[config.mk]
export PLATFORM = sky130hd
export DESIGN_NAME = ps2_key_tracker
export DESIGN_NICKNAME = d
export VERILOG_FILES = /design/src/rtl/ps2_key_tracker.sv
export SDC_FILE = /design/constraint.sdc
export NUM_CORES = 1
export LEC_CHECK = 0
export ABC_AREA = 1
export CORE_MARGIN = 2
export CORE_UTILIZATION = 33
export CTS_BUF_LIST = sky130_fd_sc_hd__clkbuf_2
export DETAILED_ROUTE_END_ITERATION = 8
export GPL_TIMING_DRIVEN = 0
export HOLD_SLACK_MARGIN = 0.12
export SYNTH_ARGS = -nofsm -noshare
export SYNTH_HDL_FRONTEND = slang
export SYNTH_SLANG_ARGS = --single-unit
[constraint.sdc]
create_clock -name clk -period 3.8 [get_ports clk]
set_clock_uncertainty 0.2 [all_clocks]
set_input_delay 1.14 -clock clk [delete_from_list [all_inputs] [get_ports clk]]
set_output_delay 1.14 -clock clk [all_outputs]
set_load 0.05 [all_outputs]
[src/rtl/ps2_key_tracker.sv]
// ps2_key_tracker
//   Turns a stream of PS/2 set-2 scan-code bytes into per-key state.
//   E0 (extended) and F0 (break) prefixes are parsed. Each completed code is
//   looked up in a table of NUM_KEYS {ext,code} entries. Typematic resends
//   from the keyboard are suppressed. The block can also generate its own
//   auto-repeat press pulses for the most recently pressed key.
//
// Ports
//   clk           in   system clock
//   reset         in   synchronous, active-high reset
//   rx_done_tick  in   one-cycle strobe: scan_code is valid
//   scan_code     in   received byte
//   key_held      out  level per key: key currently down
//   key_press     out  one-cycle pulse per key: make, or internal auto-repeat
//   key_release   out  one-cycle pulse per key: break of a held key
//   any_held      out  OR of key_held
//   last_idx      out  index of the most recently pressed key
//   unknown_tick  out  one-cycle pulse: completed code matched no table entry

module ps2_key_tracker #(
  parameter int NUM_KEYS = 8,
  parameter logic [9*NUM_KEYS-1:0] KEY_TABLE = {9'h174, 9'h16B, 9'h172, 9'h175,
                                                9'h05A, 9'h04D, 9'h02C, 9'h021},
  parameter int REPEAT_EN      = 0,
  parameter int REPEAT_DELAY   = 25000000,
  parameter int REPEAT_RATE    = 5000000,
  parameter int PREFIX_TIMEOUT = 2000000
) (
  input  logic                  clk,
  input  logic                  reset,
  input  logic                  rx_done_tick,
  input  logic [7:0]            scan_code,
  output logic [NUM_KEYS-1:0]   key_held,
  output logic [NUM_KEYS-1:0]   key_press,
  output logic [NUM_KEYS-1:0]   key_release,
  output logic                  any_held,
  output logic [((NUM_KEYS > 1) ? $clog2(NUM_KEYS) : 1)-1:0] last_idx,
  output logic                  unknown_tick
);

  localparam int  LIW    = (NUM_KEYS > 1) ? $clog2(NUM_KEYS) : 1;
  localparam int  MAX_DR = (REPEAT_DELAY > REPEAT_RATE) ? REPEAT_DELAY : REPEAT_RATE;
  localparam int  CNTMAX = (MAX_DR > PREFIX_TIMEOUT) ? MAX_DR : PREFIX_TIMEOUT;
  localparam int  CW     = $clog2(CNTMAX + 1);
  localparam bit  REP_ON = (REPEAT_EN != 0);

  typedef enum logic [1:0] {S_IDLE, S_EXT, S_BRK, S_EBRK} state_t;

  // Counters stop at all-ones instead of wrapping.
  function automatic logic [CW-1:0] sat_inc(input logic [CW-1:0] v);
    return (v == {CW{1'b1}}) ? v : v + CW'(1);
  endfunction

  // Keyboard housekeeping bytes (BAT ok, ack, resend, echo, errors, pause lead-in).
  function automatic logic is_ignored(input logic [7:0] b);
    return (b == 8'hAA) || (b == 8'hFA) || (b == 8'hFE) || (b == 8'hEE) ||
           (b == 8'h00) || (b == 8'hFF) || (b == 8'hE1);
  endfunction

  state_t                state_q, state_d;
  logic [CW-1:0]         pto_q, pto_d;
  logic [CW-1:0]         rep_cnt_q, rep_cnt_d;
  logic                  rep_act_q, rep_act_d;
  logic                  rep_phase_q, rep_phase_d;
  logic [NUM_KEYS-1:0]   key_held_q, key_held_d;
  logic [NUM_KEYS-1:0]   key_press_q, key_press_d;
  logic [NUM_KEYS-1:0]   key_release_q, key_release_d;
  logic [LIW-1:0]        last_idx_q, last_idx_d;
  logic                  unknown_q, unknown_d;

  logic                  make_c, brk_c, ext_c;
  logic                  hit;
  logic [LIW-1:0]        hit_idx;
  logic                  press_evt, release_evt, unknown_evt, tick_evt;
  logic                  rep_fire;

  // ---- stage: parser state register ----
  always_ff @(posedge clk) begin
    if (reset) begin
      state_q <= S_IDLE;
      pto_q   <= '0;
    end else begin
      state_q <= state_d;
      pto_q   <= pto_d;
    end
  end

  // Parser next state; an idle prefix state falls back to IDLE once the
  // timeout counter has seen PREFIX_TIMEOUT tick-free cycles.
  always_comb begin
    state_d = state_q;
    pto_d   = (rx_done_tick || state_q == S_IDLE) ? '0 : sat_inc(pto_q);
    if (rx_done_tick) begin
      case (state_q)
        S_IDLE: begin
          if (scan_code == 8'hE0)      state_d = S_EXT;
          else if (scan_code == 8'hF0) state_d = S_BRK;
        end
        S_EXT:   state_d = (scan_code == 8'hF0) ? S_EBRK : S_IDLE;
        S_BRK:   state_d = S_IDLE;
        S_EBRK:  state_d = S_IDLE;
        default: state_d = S_IDLE;
      endcase
    end else if (state_q != S_IDLE && pto_q == CW'(PREFIX_TIMEOUT - 1)) begin
      state_d = S_IDLE;
    end
  end

  // Parser outputs: which kind of code (if any) this tick completes.
  always_comb begin
    make_c = 1'b0;
    brk_c  = 1'b0;
    ext_c  = 1'b0;
    if (rx_done_tick) begin
      case (state_q)
        S_IDLE: make_c = (scan_code != 8'hE0) && (scan_code != 8'hF0) &&
                         !is_ignored(scan_code);
        S_EXT: begin
          make_c = (scan_code != 8'hF0);
          ext_c  = 1'b1;
        end
        S_BRK:  brk_c = 1'b1;
        S_EBRK: begin
          brk_c = 1'b1;
          ext_c = 1'b1;
        end
        default: ;
      endcase
    end
  end

  // Table lookup: scanning downward leaves the lowest matching index.
  always_comb begin
    hit     = 1'b0;
    hit_idx = '0;
    for (int i = NUM_KEYS - 1; i >= 0; i--) begin
      if (KEY_TABLE[9*i +: 9] == {ext_c, scan_code}) begin
        hit     = 1'b1;
        hit_idx = LIW'(i);
      end
    end
  end

  always_comb begin
    press_evt   = make_c && hit && !key_held_q[hit_idx];
    release_evt = brk_c && hit && key_held_q[hit_idx];
    unknown_evt = (make_c || brk_c) && !hit;
    tick_evt    = press_evt || release_evt || unknown_evt;
    rep_fire    = REP_ON && rep_act_q &&
                  (rep_phase_q ? (rep_cnt_q == CW'(REPEAT_RATE - 1))
                               : (rep_cnt_q == CW'(REPEAT_DELAY - 1)));
  end

  // Key state and auto-repeat. A repeat that coincides with a tick event is
  // dropped, but its counter still restarts.
  always_comb begin
    key_held_d    = key_held_q;
    key_press_d   = '0;
    key_release_d = '0;
    last_idx_d    = last_idx_q;
    unknown_d     = unknown_evt;
    rep_cnt_d     = rep_cnt_q;
    rep_act_d     = rep_act_q;
    rep_phase_d   = rep_phase_q;

    if (rep_act_q) rep_cnt_d = rep_fire ? '0 : sat_inc(rep_cnt_q);
    if (rep_fire && !tick_evt) begin
      key_press_d[last_idx_q] = 1'b1;
      rep_phase_d             = 1'b1;
    end

    if (press_evt) begin
      key_held_d[hit_idx]  = 1'b1;
      key_press_d[hit_idx] = 1'b1;
      last_idx_d           = hit_idx;
      rep_cnt_d            = '0;
      rep_act_d            = REP_ON;
      rep_phase_d          = 1'b0;
    end else if (release_evt) begin
      key_held_d[hit_idx]    = 1'b0;
      key_release_d[hit_idx] = 1'b1;
      if (hit_idx == last_idx_q) begin
        rep_act_d = 1'b0;
        rep_cnt_d = '0;
      end
    end
  end

  // ---- stage: output register ----
  always_ff @(posedge clk) begin
    if (reset) begin
      key_held_q    <= '0;
      key_press_q   <= '0;
      key_release_q <= '0;
      last_idx_q    <= '0;
      unknown_q     <= 1'b0;
      rep_cnt_q     <= '0;
      rep_act_q     <= 1'b0;
      rep_phase_q   <= 1'b0;
    end else begin
      key_held_q    <= key_held_d;
      key_press_q   <= key_press_d;
      key_release_q <= key_release_d;
      last_idx_q    <= last_idx_d;
      unknown_q     <= unknown_d;
      rep_cnt_q     <= rep_cnt_d;
      rep_act_q     <= rep_act_d;
      rep_phase_q   <= rep_phase_d;
    end
  end

  assign key_held     = key_held_q;
  assign key_press    = key_press_q;
  assign key_release  = key_release_q;
  assign any_held     = |key_held_q;
  assign last_idx     = last_idx_q;
  assign unknown_tick = unknown_q;

endmodule

==> metrics.yaml <==
hold_ws_ns: 0.312
grt_pass1_wl_um: 12100
worst_slew_pin_slew_ns: 0.613
power_mw: 0.896
track_usage_pct: 15.3
synth_top_area_share_pct: 38.5
fin_nets: 488
synth-xor-area-share_pct: 5.81
p_sw_mw: 0.243
avgViaCountPerCell: 4.66
regToRegStartpoint: "pto_q[0]"
io_buffers: 39
clkTransAtPathRegs_ns: 0.34
arrival_ns: 1.98
cts_tree: "built"
cts_made_buffers: 5
ctsHoldBuffers: 0
synth-simple-area-share_pct: 39.3
period_share_pct: 87.5
rrSetupSlack_ns: 1.48
required_ns: 2.46
cts-resized-gates: 0
clk_path_buf_depth: 2
synth_seq_area_share_pct: 38.5
netlist_area_sq_um: 2860
pwr-share-clk_pct: 29.4
worst_setup_path_end_kind: "output port"
synth_mux_area_share_pct: 0
reg2reg_depth: 8
ios: 40
cts_setup_buffers: 0
synth_adder_area_share_pct: 0.437
antenna_found_initial: 0
htreeDepth: 2
first_pass_iters: 4
fin_cells: 582
period_minus_slack_ns: 3.32
crit_type: "flip-flop to output port"
synth_commonest_cells: "nand2_1, nor2_1, inv_1, dfxtp_1, nor3_1"
hold_viol: 0
final_antenna_net_count: 0
slew_violations: 0
core_area_sq_um: 8300
yosysWarnings: 0
synth_compound_area_share_pct: 6.21
worst-path-max-fanout: 3
yosys_register_bits: 55
grt_pass1_vias: 2534
fp.dieH_um: 97.1
synth_edf_count: 0
syn_nets: 442
grt_setup_unrepaired: "false"
drt_wl_total_um: 6920
rows: 33
leakage_nw: 1.47
gr-total-overflow: 0
async_flop_share_pct: 0
post-place-cells: 574
insertion_delay_ns: 0.47
setup_viol: 0
power_density_nw_per_um2: 261
relSlewSlack_pct: 59.1
yosysUniqueCellTypes: 30
netlist.top_cell.by_area: "dfxtp_1"
gp_congestion: 0.878
drtIter0Drc: 145
wl_per_cell_um: 11.9
antenna_cells: 0
synth_top_family_by_area: "simple AND/OR/NAND/NOR gates"
hp-class: "flip-flop to flip-flop"
initial_core_util_pct: 34.5
final_layout_size_suffix_gt1_share_pct: 7.13
die_w_um: 97.1
worstReg2RegEnd: "pto_q[7]"
syn_to_final_growth_pct: 20.1
seqPwrFrac_pct: 65.0
post-route-drc-count: 0
combPwrFrac_pct: 5.6
synthCells: 430
fmax_mhz: 301
vias: 2711
switching_share_pct: 27.1
synthFlopType: "dfxtp_1"
dieArea_sq_um: 9440
utilization_pct: 41.4
drv_cap: 0
dpl.hpwl_um: 5520
crit_end: "any_held"
avgSynthCellArea_sq_um: 6.66
ir_drop_uv: 139
synth.area.top_cells: "dfxtp_1, nand2_1, nor2_1, inv_1, nor3_1"
grt_max_degree: 20
status: "finished clean"
fin_tns_setup_ns: 0
intPower_mw: 0.653
yosysMostFrequentCell: "nand2_1"
cts.sinks: 55
root_buffer: "clkbuf_2"
worstSetupStartpointType: "flip-flop"
==> cells by family after synthesis <==
group                      Yosys count
and+or+nand+nor                    247
adders and majority gates            1
xor gates and xnor gates            19
buffers and inverters               74
AOI/OAI and AO/OA                   34
DFF                                 55
==> worst min path at each step <==
| stage | end | depth (start not counted) | slack (ns) | startpoint |
|---|---|---|---|---|
| after floorplan | pto_q[24] | 2 | 0.26 | pto_q[24] |
| after global placement | pto_q[1] | 2 | 0.28 | pto_q[1] |
| after detailed placement | pto_q[1] | 2 | 0.29 | pto_q[1] |
| after CTS | pto_q[1] | 2 | 0.31 | pto_q[1] |
| after global routing | pto_q[1] | 2 | 0.35 | pto_q[1] |
| final | pto_q[1] | 2 | 0.31 | pto_q[1] |
==> worst max-delay path: stages, from the launching register on <==
cell	delay, ns
dfxtp_1	0.41
nor4_1	0.32
nand2_1	0.08
clkdlybuf4s50_1	0.71
==> routing by layer <==
layer  vias up  GRT usage [%]  wire (um)
met3         4           2.66        288
met5         -              0          0
met2        55           24.3       3030
met1      1206           21.6       3540
li1       1446              -          -
met4         0           3.36         58
==> per-stage QoR <==
step,worst slack [ns],cell area (sq um)
floorplan,1.16,2860
global placement,0.292,3380
detailed placement,0.276,3380
CTS,0.438,3440
global route,0.354,3440
finish,0.477,3440
==> cell type report <==
class,instances,area (sq um)
multi-input combinational,301,1480
clock buffer,5,25.0
sequential,55,1100
tap,105,131
timing repair buffer,39,390
inverter,69,259
fill,902,4860
clock inverter,3,27.5
buffer,5,21.3
==> cells in the final DEF (no fill, tap or decap), types with 3 or more instances in the layout <==
cell / count
nand2_1: 99
nor2_1: 72
inv_1: 62
dfxtp_1: 55
clkdlybuf4s50_1: 39
nor3_1: 21
o21ai_0: 16
nand3_1: 15
nand4_1: 11
xor2_1: 11
nor4_1: 8
a21oi_1: 8
xnor2_1: 8
inv_2: 7
clkbuf_2: 5
a31oi_1: 4
nor2_2: 4
o21ai_1: 4
clkbuf_1: 3
nand2_2: 3
nand3_2: 3
==> power by group through the flow <==
stage / Sequential [mW] / Clock, mW / Combinational, mW
after global placement: 0.591 / 0 / 0.0499
after detailed placement: 0.591 / 0 / 0.0504
after CTS: 0.582 / 0.277 / 0.0507
after floorplan: 0.595 / 0 / 0.0236
after global routing: 0.583 / 0.300 / 0.0564
final: 0.582 / 0.264 / 0.0506
Note: power is estimated with default switching activity, not from simulation.
